`src/rtl/arbitro_vc_fc_pkg.sv`:
```
// rtl/arbitro_vc_fc_pkg.sv - shared state encodings and default widths for the VC flow-control arbiter
package arbitro_vc_fc_pkg;

    typedef enum logic [1:0] {
        ST_RESET  = 2'd0,
        ST_INIT   = 2'd1,
        ST_IDLE   = 2'd2,
        ST_ACTIVE = 2'd3
    } state_t;

    localparam int BITNUMBER_DEF = 6;
    localparam int DEST_BIT_DEF  = 4;
    localparam int FILL_W_DEF    = 4;
    localparam int CNT_W_DEF     = 8;

endpackage

```
`src/rtl/arbitro_vc_sel.sv`:
```
// rtl/arbitro_vc_sel.sv - combinational VC0-priority select with destination almost-full blocking
//
// Ports:
//   active                 arbitration enabled (FSM in ACTIVE)
//   vc0_empty, vc1_empty   VC FIFO empty flags
//   vc0_data, vc1_data     VC head words
//   d0_fill, d1_fill       destination occupancy
//   d0_inflight, d1_inflight  registered push already headed to each destination
//   umbral_d               destination almost-full threshold
//   pop_vc0, pop_vc1       at most one asserted per cycle
//   sel_data, sel_dest     word and destination of the granted VC
module arbitro_vc_sel
    import arbitro_vc_fc_pkg::*;
#(
    parameter int BITNUMBER = BITNUMBER_DEF,
    parameter int DEST_BIT  = DEST_BIT_DEF,
    parameter int FILL_W    = FILL_W_DEF
) (
    input  logic                 active,
    input  logic                 vc0_empty,
    input  logic                 vc1_empty,
    input  logic [BITNUMBER-1:0] vc0_data,
    input  logic [BITNUMBER-1:0] vc1_data,
    input  logic [FILL_W-1:0]    d0_fill,
    input  logic [FILL_W-1:0]    d1_fill,
    input  logic                 d0_inflight,
    input  logic                 d1_inflight,
    input  logic [FILL_W-1:0]    umbral_d,
    output logic                 pop_vc0,
    output logic                 pop_vc1,
    output logic [BITNUMBER-1:0] sel_data,
    output logic                 sel_dest
);

    // One extra bit so fill + in-flight word cannot overflow before the compare.
    logic [FILL_W:0] occ_d0;
    logic [FILL_W:0] occ_d1;
    logic            blocked_d0;
    logic            blocked_d1;
    logic            dest0;
    logic            dest1;
    logic            blocked_vc0;
    logic            blocked_vc1;

    always_comb begin
        occ_d0      = {1'b0, d0_fill} + {{FILL_W{1'b0}}, d0_inflight};
        occ_d1      = {1'b0, d1_fill} + {{FILL_W{1'b0}}, d1_inflight};
        blocked_d0  = occ_d0 >= {1'b0, umbral_d};
        blocked_d1  = occ_d1 >= {1'b0, umbral_d};
        dest0       = vc0_data[DEST_BIT];
        dest1       = vc1_data[DEST_BIT];
        blocked_vc0 = dest0 ? blocked_d1 : blocked_d0;
        blocked_vc1 = dest1 ? blocked_d1 : blocked_d0;

        // VC0 wins whenever it can move; a stuck VC0 head leaves VC1 free to go.
        pop_vc0  = active && !vc0_empty && !blocked_vc0;
        pop_vc1  = active && !vc1_empty && !blocked_vc1 && !pop_vc0;
        sel_data = pop_vc1 ? vc1_data : vc0_data;
        sel_dest = pop_vc1 ? dest1 : dest0;
    end

endmodule

```
`src/rtl/arbitro_vc_fc.sv`:
```
// rtl/arbitro_vc_fc.sv - flow-control FSM and arbiter draining VC0/VC1 into D0/D1
//
// Ports:
//   clk, reset                  clock, synchronous active-high reset
//   init                        threshold load request (forces INIT)
//   Umbral_VC_in, Umbral_D_in   thresholds captured while in INIT
//   VC0_/VC1_empty,_fill,_data  VC FIFO status and head word
//   D0_fill, D1_fill            destination occupancy
//   pop_VC0, pop_VC1            combinational pops
//   push_D0, push_D1, data_out  registered write to the destinations
//   VC_pause                    registered upstream pause
//   state                       FSM state (RESET/INIT/IDLE/ACTIVE)
//   cnt_D0, cnt_D1              wrapping transfer counters
module arbitro_vc_fc
    import arbitro_vc_fc_pkg::*;
#(
    parameter int BITNUMBER = BITNUMBER_DEF,
    parameter int DEST_BIT  = DEST_BIT_DEF,
    parameter int FILL_W    = FILL_W_DEF,
    parameter int CNT_W     = CNT_W_DEF
) (
    input  logic                 clk,
    input  logic                 reset,
    input  logic                 init,
    input  logic [FILL_W-1:0]    Umbral_VC_in,
    input  logic [FILL_W-1:0]    Umbral_D_in,
    input  logic                 VC0_empty,
    input  logic                 VC1_empty,
    input  logic [FILL_W-1:0]    VC0_fill,
    input  logic [FILL_W-1:0]    VC1_fill,
    input  logic [BITNUMBER-1:0] VC0_data,
    input  logic [BITNUMBER-1:0] VC1_data,
    input  logic [FILL_W-1:0]    D0_fill,
    input  logic [FILL_W-1:0]    D1_fill,
    output logic                 pop_VC0,
    output logic                 pop_VC1,
    output logic                 push_D0,
    output logic                 push_D1,
    output logic [BITNUMBER-1:0] data_out,
    output logic                 VC_pause,
    output logic [1:0]           state,
    output logic [CNT_W-1:0]     cnt_D0,
    output logic [CNT_W-1:0]     cnt_D1
);

    state_t                st;
    logic [FILL_W-1:0]     umbral_vc;
    logic [FILL_W-1:0]     umbral_d;
    logic [BITNUMBER-1:0]  sel_data;
    logic                  sel_dest;
    logic                  pop_any;

    assign state   = st;
    assign pop_any = pop_VC0 || pop_VC1;

    arbitro_vc_sel #(
        .BITNUMBER (BITNUMBER),
        .DEST_BIT  (DEST_BIT),
        .FILL_W    (FILL_W)
    ) u_sel (
        .active      (st == ST_ACTIVE),
        .vc0_empty   (VC0_empty),
        .vc1_empty   (VC1_empty),
        .vc0_data    (VC0_data),
        .vc1_data    (VC1_data),
        .d0_fill     (D0_fill),
        .d1_fill     (D1_fill),
        .d0_inflight (push_D0),
        .d1_inflight (push_D1),
        .umbral_d    (umbral_d),
        .pop_vc0     (pop_VC0),
        .pop_vc1     (pop_VC1),
        .sel_data    (sel_data),
        .sel_dest    (sel_dest)
    );

    always_ff @(posedge clk) begin
        if (reset) begin
            st        <= ST_RESET;
            push_D0   <= 1'b0;
            push_D1   <= 1'b0;
            data_out  <= '0;
            VC_pause  <= 1'b0;
            cnt_D0    <= '0;
            cnt_D1    <= '0;
            umbral_vc <= '0;
            umbral_d  <= '0;
        end else begin
            // A pop granted this cycle always lands next cycle, even if init
            // pulls the FSM back to INIT.
            push_D0 <= pop_any && !sel_dest;
            push_D1 <= pop_any && sel_dest;
            if (pop_any) begin
                data_out <= sel_data;
            end

            if (push_D0) begin
                cnt_D0 <= cnt_D0 + CNT_W'(1);
            end
            if (push_D1) begin
                cnt_D1 <= cnt_D1 + CNT_W'(1);
            end

            VC_pause <= (st != ST_RESET) &&
                        ((VC0_fill >= umbral_vc) || (VC1_fill >= umbral_vc));

            if (st == ST_INIT) begin
                umbral_vc <= Umbral_VC_in;
                umbral_d  <= Umbral_D_in;
            end

            if (init) begin
                st <= ST_INIT;
            end else begin
                case (st)
                    ST_RESET:  st <= ST_INIT;
                    ST_INIT:   st <= ST_IDLE;
                    ST_IDLE:   if (!VC0_empty || !VC1_empty) st <= ST_ACTIVE;
                    ST_ACTIVE: if (VC0_empty && VC1_empty && !pop_any) st <= ST_IDLE;
                    default:   st <= ST_RESET;
                endcase
            end
        end
    end

endmodule

```
`config.mk`:
```
export PLATFORM = sky130hd
export DESIGN_NAME = arbitro_vc_fc
export DESIGN_NICKNAME = d
export VERILOG_FILES = /design/src/rtl/arbitro_vc_fc_pkg.sv /design/src/rtl/arbitro_vc_sel.sv /design/src/rtl/arbitro_vc_fc.sv
export SDC_FILE = /design/constraint.sdc
export NUM_CORES = 1
export LEC_CHECK = 0
export ABC_CLOCK_PERIOD_IN_PS = 4730
export CAP_MARGIN = 20
export CORE_UTILIZATION = 50
export CTS_BUF_LIST = sky130_fd_sc_hd__clkbuf_8
export DETAILED_ROUTE_END_ITERATION = 8
export PLACE_DENSITY = 0.95
export RECOVER_POWER = 100
export SYNTH_ARGS = -nofsm -noshare
export SYNTH_HDL_FRONTEND = slang
export SYNTH_SLANG_ARGS = --single-unit
```
`constraint.sdc`:
```
create_clock -name clk -period 4.73 [get_ports clk]
set_input_delay 0.946 -clock clk [delete_from_list [all_inputs] [get_ports clk]]
set_output_delay 0.946 -clock clk [all_outputs]
set_load 0.02 [all_outputs]
```
# Yosys cells after proc, flatten, opt, wreduce, memory -nomap -nowiden
# Index checks and enable logic that the tools add are counted.
# totals
reg_bits	35
inputBits	41
elab_cells	58
# classes
add_sub_neg	4
magnitude_cmp	4
n_eq_ne	7
n_mux	8
reduce_logical	25
# ops
op	count
8-bit by 1-bit adder with 8-bit output (second input constant)	2
4-bit by 1-bit adder with 5-bit output	2
5-bit by 4-bit greater-or-equal comparator with 1-bit output	2
1-bit logical AND	10
4-bit greater-or-equal comparator	2
2-bit case mux with 4 select lines	1
1-bit logical NOT	7
6-bit 2-to-1 mux	1
3-bit inequality test (second input constant)	2
2-bit == test (second input constant)	2
1-bit 2-to-1 mux	4
2-bit 2-to-1 mux	2
2-bit inequality test (second input constant)	2
2-bit AND reduction	2
1-bit logical OR	3
2-bit by 1-bit == test with 1-bit output (second input constant)	1
2-bit logical NOT	1
2-bit nonzero test	1
2-bit OR reduction	1

# Longest topological paths before layout
# logic_depth
depth_word	13
depth_mapped	10

# Modules after synthesis
# Synthesis repeated with hierarchy kept, for this count alone.
# unflattened
cells_unflattened	212
hier_area_um2	1976.9
# by_module_without_submodules
module	n_inst	cells_per_inst	area_each_um2	seq_area_each_um2
arbitro_vc_fc	1	162	1497.7	700.7
arbitro_vc_sel	1	50	479.2	0.0

# Least setup slack after synthesis
# No wires, ideal clock.
# synth_timing
path_kind	input to output
start	in D1_fill[0]
end	out pop_VC1
t_arrival_ns	2.874
required_ns	3.784
slack_ns	0.910
stages	10
n_path_buf	1
path_cell_list	ha_1 -> ha_1 -> xor2_1 -> ha_1 -> o21ai_1 -> o2111ai_4 -> and2_4 -> buf_6 -> inv_2 -> a21oi_1
# synth_between
elab_chain_len	7
word_cells_on_any_way	10
cone_classes	1 x add/sub; 1 x order compare; 2 x mux; 6 x reduce/logical
# synth_rtl
element	line	rtl
from (decl)	arbitro_vc_fc.sv:34	input logic [FILL_W-1:0] D1_fill,
4-bit by 1-bit adder with 5-bit output	arbitro_vc_sel.sv:47	occ_d1 = {1'b0, d1_fill} + {{FILL_W{1'b0}}, d1_inflight};
5-bit by 4-bit greater-or-equal comparator with 1-bit output	arbitro_vc_sel.sv:49	blocked_d1 = occ_d1 >= {1'b0, umbral_d};
1-bit 2-to-1 mux	arbitro_vc_sel.sv:52	blocked_vc0 = dest0 ? blocked_d1 : blocked_d0;
1-bit logical NOT	arbitro_vc_sel.sv:56	pop_vc0 = active && !vc0_empty && !blocked_vc0;
1-bit logical AND	arbitro_vc_sel.sv:56	
net pop_VC0	arbitro_vc_fc.sv:35	output logic pop_VC0,
1-bit logical NOT	arbitro_vc_sel.sv:57	pop_vc1 = active && !vc1_empty && !blocked_vc1 && !pop_vc0;
1-bit logical AND	arbitro_vc_sel.sv:57	
to (decl)	arbitro_vc_fc.sv:36	output logic pop_VC1,
# The timed path passes the listed nets, and every way through them passes these cells.

# Worst setup path in the final report
# layout_timing
start	in D1_fill[0]
end	out pop_VC0
# layout_between
elab_chain_len	5
# layout_rtl
element	line
4-bit by 1-bit adder with 5-bit output	arbitro_vc_sel.sv:47
5-bit by 4-bit greater-or-equal comparator with 1-bit output	arbitro_vc_sel.sv:49
1-bit 2-to-1 mux	arbitro_vc_sel.sv:52
1-bit logical NOT	arbitro_vc_sel.sv:56
1-bit logical AND	arbitro_vc_sel.sv:56
to (decl)	arbitro_vc_fc.sv:35
# No other way between the ends.

==> flow_summary_export.csv <==
group,metric,value,unit
detailed_routing,ant_nets,0,
cells_and_area,layout-drive-gt1-share,0.0767,
yosys,synthTopCellsByCount,"35 x dfxtp_1, 24 x a21oi_1, 24 x nand2_1",
place,hpwl,3740,um
global_route,grt_pass1_vias,1804,
clock_network,cts_setup_buffers,0,
hold_path,whs_path_depth,2,
hold_path,hold_start,"umbral_vc[3]",
sta,clock.fmax,216,MHz
cells_and_area,syn2layout_area_growth,40.5,%
detailed_routing,drt_iter0_drc,77,
die,die_area,4280,sq um
global_route,overflow,0,
clock_network,numClockSinks,35,
power,leakagePower,1.16,nW
yosys,synth_area_leaders,"dfxtp_1 35%, ha_1 14%, a21oi_1 6.0%",
yosys,synth_seq_cells,35,
clock_network,clockRootBuffer,"clkbuf_8",
detailed_routing,drc_errors,0,
yosys,synthCells,227,
place,gp_congestion,0.889,
cells_and_area,diodes,0,
sta,fin_crit_sh,0.980,
clock_network,numCtsBuffers,5,
yosys,yosysSeqAreaShare,0.348,
setup_path,reg2reg_setup_slack,2020,ps
die,die_h,65.5,um
power,p_per_area,221,nW/um^2
power,power,0.625,mW
hold_path,min_path_type,"flop to flop",
clock_network,insertion_delay,290,ps
clock_network,h-tree-depth,2,
detailed_routing,routed_wl,4900,um
sta,hold_viol,0,
yosys,avgSynthCellArea,8.87,sq um
sta,setup_viol,0,
setup_path,r2r_start,"push_D1",
clock_network,clk_pin_slew,60,ps
cells_and_area,seqCellArea,701,sq um
flow_run,cap_violations,0,
die,placementRows,22,
yosys,synth_edf_count,0,
die,initial_utilization,0.534,
setup_path,worstSetupPathType,"input pin to output pin",
yosys,synth.most_common_cell,"dfxtp_1",
yosys,synth_cell_types,37,
sta,whs,461,ps
clock_network,tritoncts,"yes",
setup_path,start_kind,"input pin",
setup_path,crit_arrival,3690,ps
die,ioPinCount,70,
sta,relSlewSlack,0.484,
global_route,grt_usage,0.238,
global_route,grt_max_degree,20,
clock_network,cts_hold_buf,0,
yosys,synth-async-reset-ratio,0,
place,dp_cells,340,
setup_path,path_max_fanout,6,
cells_and_area,num-fill-cells,293,
cells_and_area,multi_input_area,1220,sq um
sta,clock_skew,4.33,ps
hold_path,hold_end,"umbral_vc[3]",
clock_network,clockBufferDepth,2,
setup_path,worstPathRequired,3780,ps
yosys,synth.cell_area,2010,sq um
die,die_x,65.5,um
yosys,synth_top_cell_by_area,"dfxtp_1",
detailed_routing,dr.pass1.iters,4,
sta,final_max_slew_viol_count,0,
global_route,grt_pass1_wl,7770,um
yosys,synthDominantCellAreaShare,0.348,
yosys,ys.flop_type,"dfxtp_1",
yosys,syn-num-nets,290,
setup_path,reg2reg_depth,9,
detailed_routing,via_count,1887,
die,coreArea,3770,sq um
cells_and_area,fin_nets,362,
global_route,antenna_found_initial,0,
place,port_buffers,69,
yosys,yosysWarnings,0,
sta,fin_crit,4640,ps
run_status,outcome,"finished clean",
detailed_routing,vias_per_cell,5.42,
power,peakVddDrop,0.224,mV
cells_and_area,finalNonFillerCells,348,
setup_path,crit_path_end_kind,"output pin",
sta,tightest_slew,774,ps
detailed_routing,wire_per_inst,14.1,um
setup_path,r2r-end,"data_out[2]",
==> per-stage QoR <==
stage / TNS, ps / area, sq um / util / worst slack, ps
global placement: 0 / 2760 / 0.732 / 195
detailed placement: 0 / 2760 / 0.732 / 105
floorplan: 0 / 2010 / - / 910
finish: 0 / 2830 / 0.750 / 94.9
CTS: 0 / 2850 / 0.754 / 58.3
global route: -21.6 / 2830 / 0.750 / -19.5
==> registers in the layout, indices dropped and copies added, names as in the netlist <==
name	count
data_out	6
state	2
VC_pause	1
umbral_d	4
push_D1	1
umbral_vc	4
push_D0	1
cnt_D1	8
cnt_D0	8
==> worst max-delay path, stage by stage <==
cell and delay [ps]:
clkdlybuf4s50_1 410, ha_1 210, ha_1 240, xor2_1 170, ha_1 240, a211oi_4 320, o2111ai_4 210, and2_4 210
inv_1 90, clkdlybuf4s50_1 640
==> placed cells by master (no fill, tap or decap), drive strengths merged, types with 2 or more instances in the layout <==
cell | synthesis | routed
clkdlybuf4s50 | 0 | 40
dfxtp | 35 | 35
dlygate4sd3 | 0 | 29
nand2 | 24 | 24
a21oi | 24 | 24
ha | 22 | 22
nor2 | 17 | 17
o21ai | 16 | 16
inv | 11 | 12
xor2 | 10 | 10
nand3 | 8 | 8
clkbuf | 8 | 7
nand4 | 6 | 6
nand2b | 6 | 6
a311oi | 5 | 5
xnor2 | 4 | 4
or3 | 4 | 4
o211ai | 4 | 4
nor2b | 3 | 3
buf | 1 | 3
a31oi | 3 | 3
a211oi | 3 | 3
nor3 | 2 | 2
and3 | 2 | 2
mux2i | 2 | 2
o211a | 2 | 2
==> where the power goes <==
group / internal [mW] / leakage, nW / switching, mW
combinational: 0.0582 / 0.835 / 0.0532
sequential: 0.302 / 0.284 / 0.00503
clock: 0.101 / 0.0453 / 0.106
==> metal layers <==
metal	GRT usage	wire [um]	vias up
li1	-	-	954
met1	0.280	2080	857
met2	0.416	2410	60
met3	0.0417	269	16
met4	0.111	141	0
met5	0	0	-
==> area by class of cell <==
class                      count  area share
multi-input combinational    172       0.432
timing repair buffer          74       0.255
sequential                    35       0.248
clock buffer                   5      0.0243
tap                           48      0.0212
inverter                      11      0.0146
clock inverter                 3     0.00575
==> timing repair <==
action / CTS / global route
resized for setup: 0 / 1
setup endpoints to repair: 0 / 2
endpoints found under the hold margin: 0 / 0
==> cells by family after synthesis <==
family / share of synthesized area
AO/OA/AOI/OAI: 0.218
flip-flops: 0.348
multiplexers: 0.00994
AND/OR/NAND/NOR: 0.186
adder cells (fa/ha/maj): 0.137
XOR/XNOR: 0.0609
buffers and inverters: 0.0410
==> worst max path at each step <==
stage	startpoint	endpoint	slack, ps
after floorplan	D1_fill[0]	pop_VC1	910
after global placement	D1_fill[0]	pop_VC0	200
after detailed placement	D1_fill[0]	pop_VC0	110
after CTS	D1_fill[0]	pop_VC0	60
after global routing	D1_fill[0]	pop_VC1	-20
final	D1_fill[0]	pop_VC0	90
Power figures use the tool's default switching activity.
==> edit, RTL diff (config.mk and constraints unchanged) <==
Put one more register stage on the output `cnt_D0`, cleared by the reset. The value now appears one clock later. The other outputs are not delayed to match.
--- a/src/rtl/arbitro_vc_fc.sv
+++ b/src/rtl/arbitro_vc_fc.sv
@@ -43,6 +43,8 @@
     output logic [CNT_W-1:0]     cnt_D1
 );
 
+    logic [CNT_W-1:0] cnt_D0_s0;
+
     state_t                st;
     logic [FILL_W-1:0]     umbral_vc;
     logic [FILL_W-1:0]     umbral_d;
@@ -81,7 +83,7 @@
             push_D1   <= 1'b0;
             data_out  <= '0;
             VC_pause  <= 1'b0;
-            cnt_D0    <= '0;
+            cnt_D0_s0 <= '0;
             cnt_D1    <= '0;
             umbral_vc <= '0;
             umbral_d  <= '0;
@@ -95,7 +97,7 @@
             end
 
             if (push_D0) begin
-                cnt_D0 <= cnt_D0 + CNT_W'(1);
+                cnt_D0_s0 <= cnt_D0_s0 + CNT_W'(1);
             end
             if (push_D1) begin
                 cnt_D1 <= cnt_D1 + CNT_W'(1);
@@ -123,5 +125,13 @@
         end
     end
 
+    always_ff @(posedge clk) begin
+        if (reset) begin
+            cnt_D0 <= '0;
+        end else begin
+            cnt_D0 <= cnt_D0_s0;
+        end
+    end
+
 endmodule
 
Function: changed (a bounded check fails within 10 cycles, from zero or initial values and one cycle with reset high).
==> edit against the unedited design <==
- the run now ends with capacitance limit, slew limit left
- first-iteration DRC count increased by 69%
- synthesized area is 11% higher
- clock skew down 0.80 ps
- final area grew 8.1%
- setup slack better by 86 ps
- wire length increased by 6.8%
- register-to-register slack worse by 280 ps
- critical path depth unchanged
- total power increased by 23%
- clock power is 35% higher
- sequential cell count increased by 8
- critical endpoint unchanged
- largest power group unchanged
==> edit: results <==
metrics = {
    "place": {
        "place_inst": 367,
        "dp_slack_ps": 146,
        "numPortBuffers": 69,
        "gp_congestion": 0.778,
        "dp_hpwl_um": 3850,
    },
    "hold_path": {
        "hp-class": "flip-flop to flip-flop",
    },
    "yosys": {
        "ys_seq_area_frac": 0.385,
        "synth_cell_types": 42,
        "synth_fp_nets": 319,
        "synth_fa_ha_area_frac": 0.123,
        "yosys-top-cells-area": "dfxtp_1, ha_1, a21oi_1, nand2_1, xor2_1",
        "syn_area_per_cell_sq_um": 8.74,
        "muxShareOfSynthArea": 0.0134,
        "ys_top_cells_by_count": "dfxtp_1, nand2_1, ha_1, inv_1, a21oi_1",
        "yosys_warnings": 0,
        "synth-compound-area-share": 0.156,
        "synth_xor_area_frac": 0.0548,
    },
    "worst_setup_path": {
        "crit_path_top_delay_cell": "dlygate4sd3_1",
        "r2r-end": "data_out[0]",
        "critPathMaxFanout": 8,
        "reg2reg_from": "push_D1",
        "critPathArrivalTime_ps": 3600,
        "rrSetupSlack_ps": 1740,
        "critPathMaxStageDelay_ps": 670,
        "reg2regPathDepth": 10,
    },
    "power": {
        "switchingPower_mw": 0.187,
        "seqPwrFrac": 0.486,
        "power_frac_comb": 0.152,
        "leakage_nw": 1.29,
        "ir_drop_mv": 0.178,
    },
    "detailed_routing": {
        "first_iter_violations": 130,
        "wire_per_inst_um": 14.0,
        "num_vias": 2004,
        "viasPerCell": 5.36,
    },
    "sta": {
        "slew_headroom": -0.178,
        "setup_ws_ps": 181,
        "slew_viol_final": 43,
        "fin_skew_ps": 3.53,
    },
    "grt": {
        "grt_pass1_wl_um": 8160,
        "first_global_vias": 1870,
        "grt_use_total": 0.235,
        "grt_max_degree": 43,
    },
    "run_status": {
        "violations": "capacitance limit, slew limit",
        "status": "complete, but fails checks",
    },
    "cells_and_area": {
        "drive_gt1_frac": 0.0586,
        "reg_top3": "cnt_D0 x8, cnt_D0_s0 x8, cnt_D1 x8",
        "final_nets": 387,
        "n_fill_cell": 306,
    },
    "cts": {
        "clkTransAtPathRegs_ps": 80,
        "post-cts-setup-buffer-count": 0,
        "htreeDepth": 2,
    },
    "flow_run": {
        "drv_cap": 1,
    },
}
## edit: cell count changes after synthesis, sizes merged, moves of 3 or more
cell	delta
a21oi	-4
a311oi	-5
a31oi	+5
and4	+5
buf	+3
dfxtp	+8
inv	+11
nand3	-5
nor2b	+8
o211ai	-3
o21ai	-6
o31a	+5
## edit: final cells by class
cell class,count,area (sq um),area share
clock buffers,5,68.8,0.0225
clock inverters,2,37.5,0.0123
inverters,22,82.6,0.0270
multi-input cells,179,1230,0.403
flip-flops and latches,43,861,0.282
well taps,50,62.6,0.0205
repair buffers,73,713,0.233
## edit: what timing repair did
item	4_1_cts	5_1_grt
resized for setup	0	1
hold buffers	0	0
setup endpoints to repair	0	1
## edit: worst min-delay path by stage
stage                            start            to  slack [ps]
after floorplan            umbral_d[1]   umbral_d[1]         440
after global placement    umbral_vc[3]  umbral_vc[3]         440
after detailed placement   umbral_d[3]   umbral_d[3]         450
after CTS                  umbral_d[3]   umbral_d[3]         460
after global routing       umbral_d[1]   umbral_d[1]         480
final                      umbral_d[3]   umbral_d[3]         460
## edit: stage by stage
stage / utilization / area (sq um) / power, mW / hold WS, ps
2_1_floorplan: - / 2240 / 0.445 / 436
3_3_place_gp: 0.715 / 2960 / 0.497 / 443
3_5_place_dp: 0.715 / 2960 / 0.503 / 447
4_1_cts: 0.741 / 3070 / 0.780 / 459
5_1_grt: 0.738 / 3060 / 0.802 / 481
6_report: 0.738 / 3060 / 0.771 / 458
## edit: per-layer routing
layer	track usage	vias to the layer above	routed length [um]
li1	-	1015	-
met1	0.261	931	2150
met2	0.425	50	2740
met3	0.0526	8	257
met4	0.0969	0	86
met5	0	-	0
## edit: worst min-delay path: cells and delay by family, from the launching register on
family	cells	cell delay, ps
compound gates	1	50
flops	1	310
simple gates	1	50
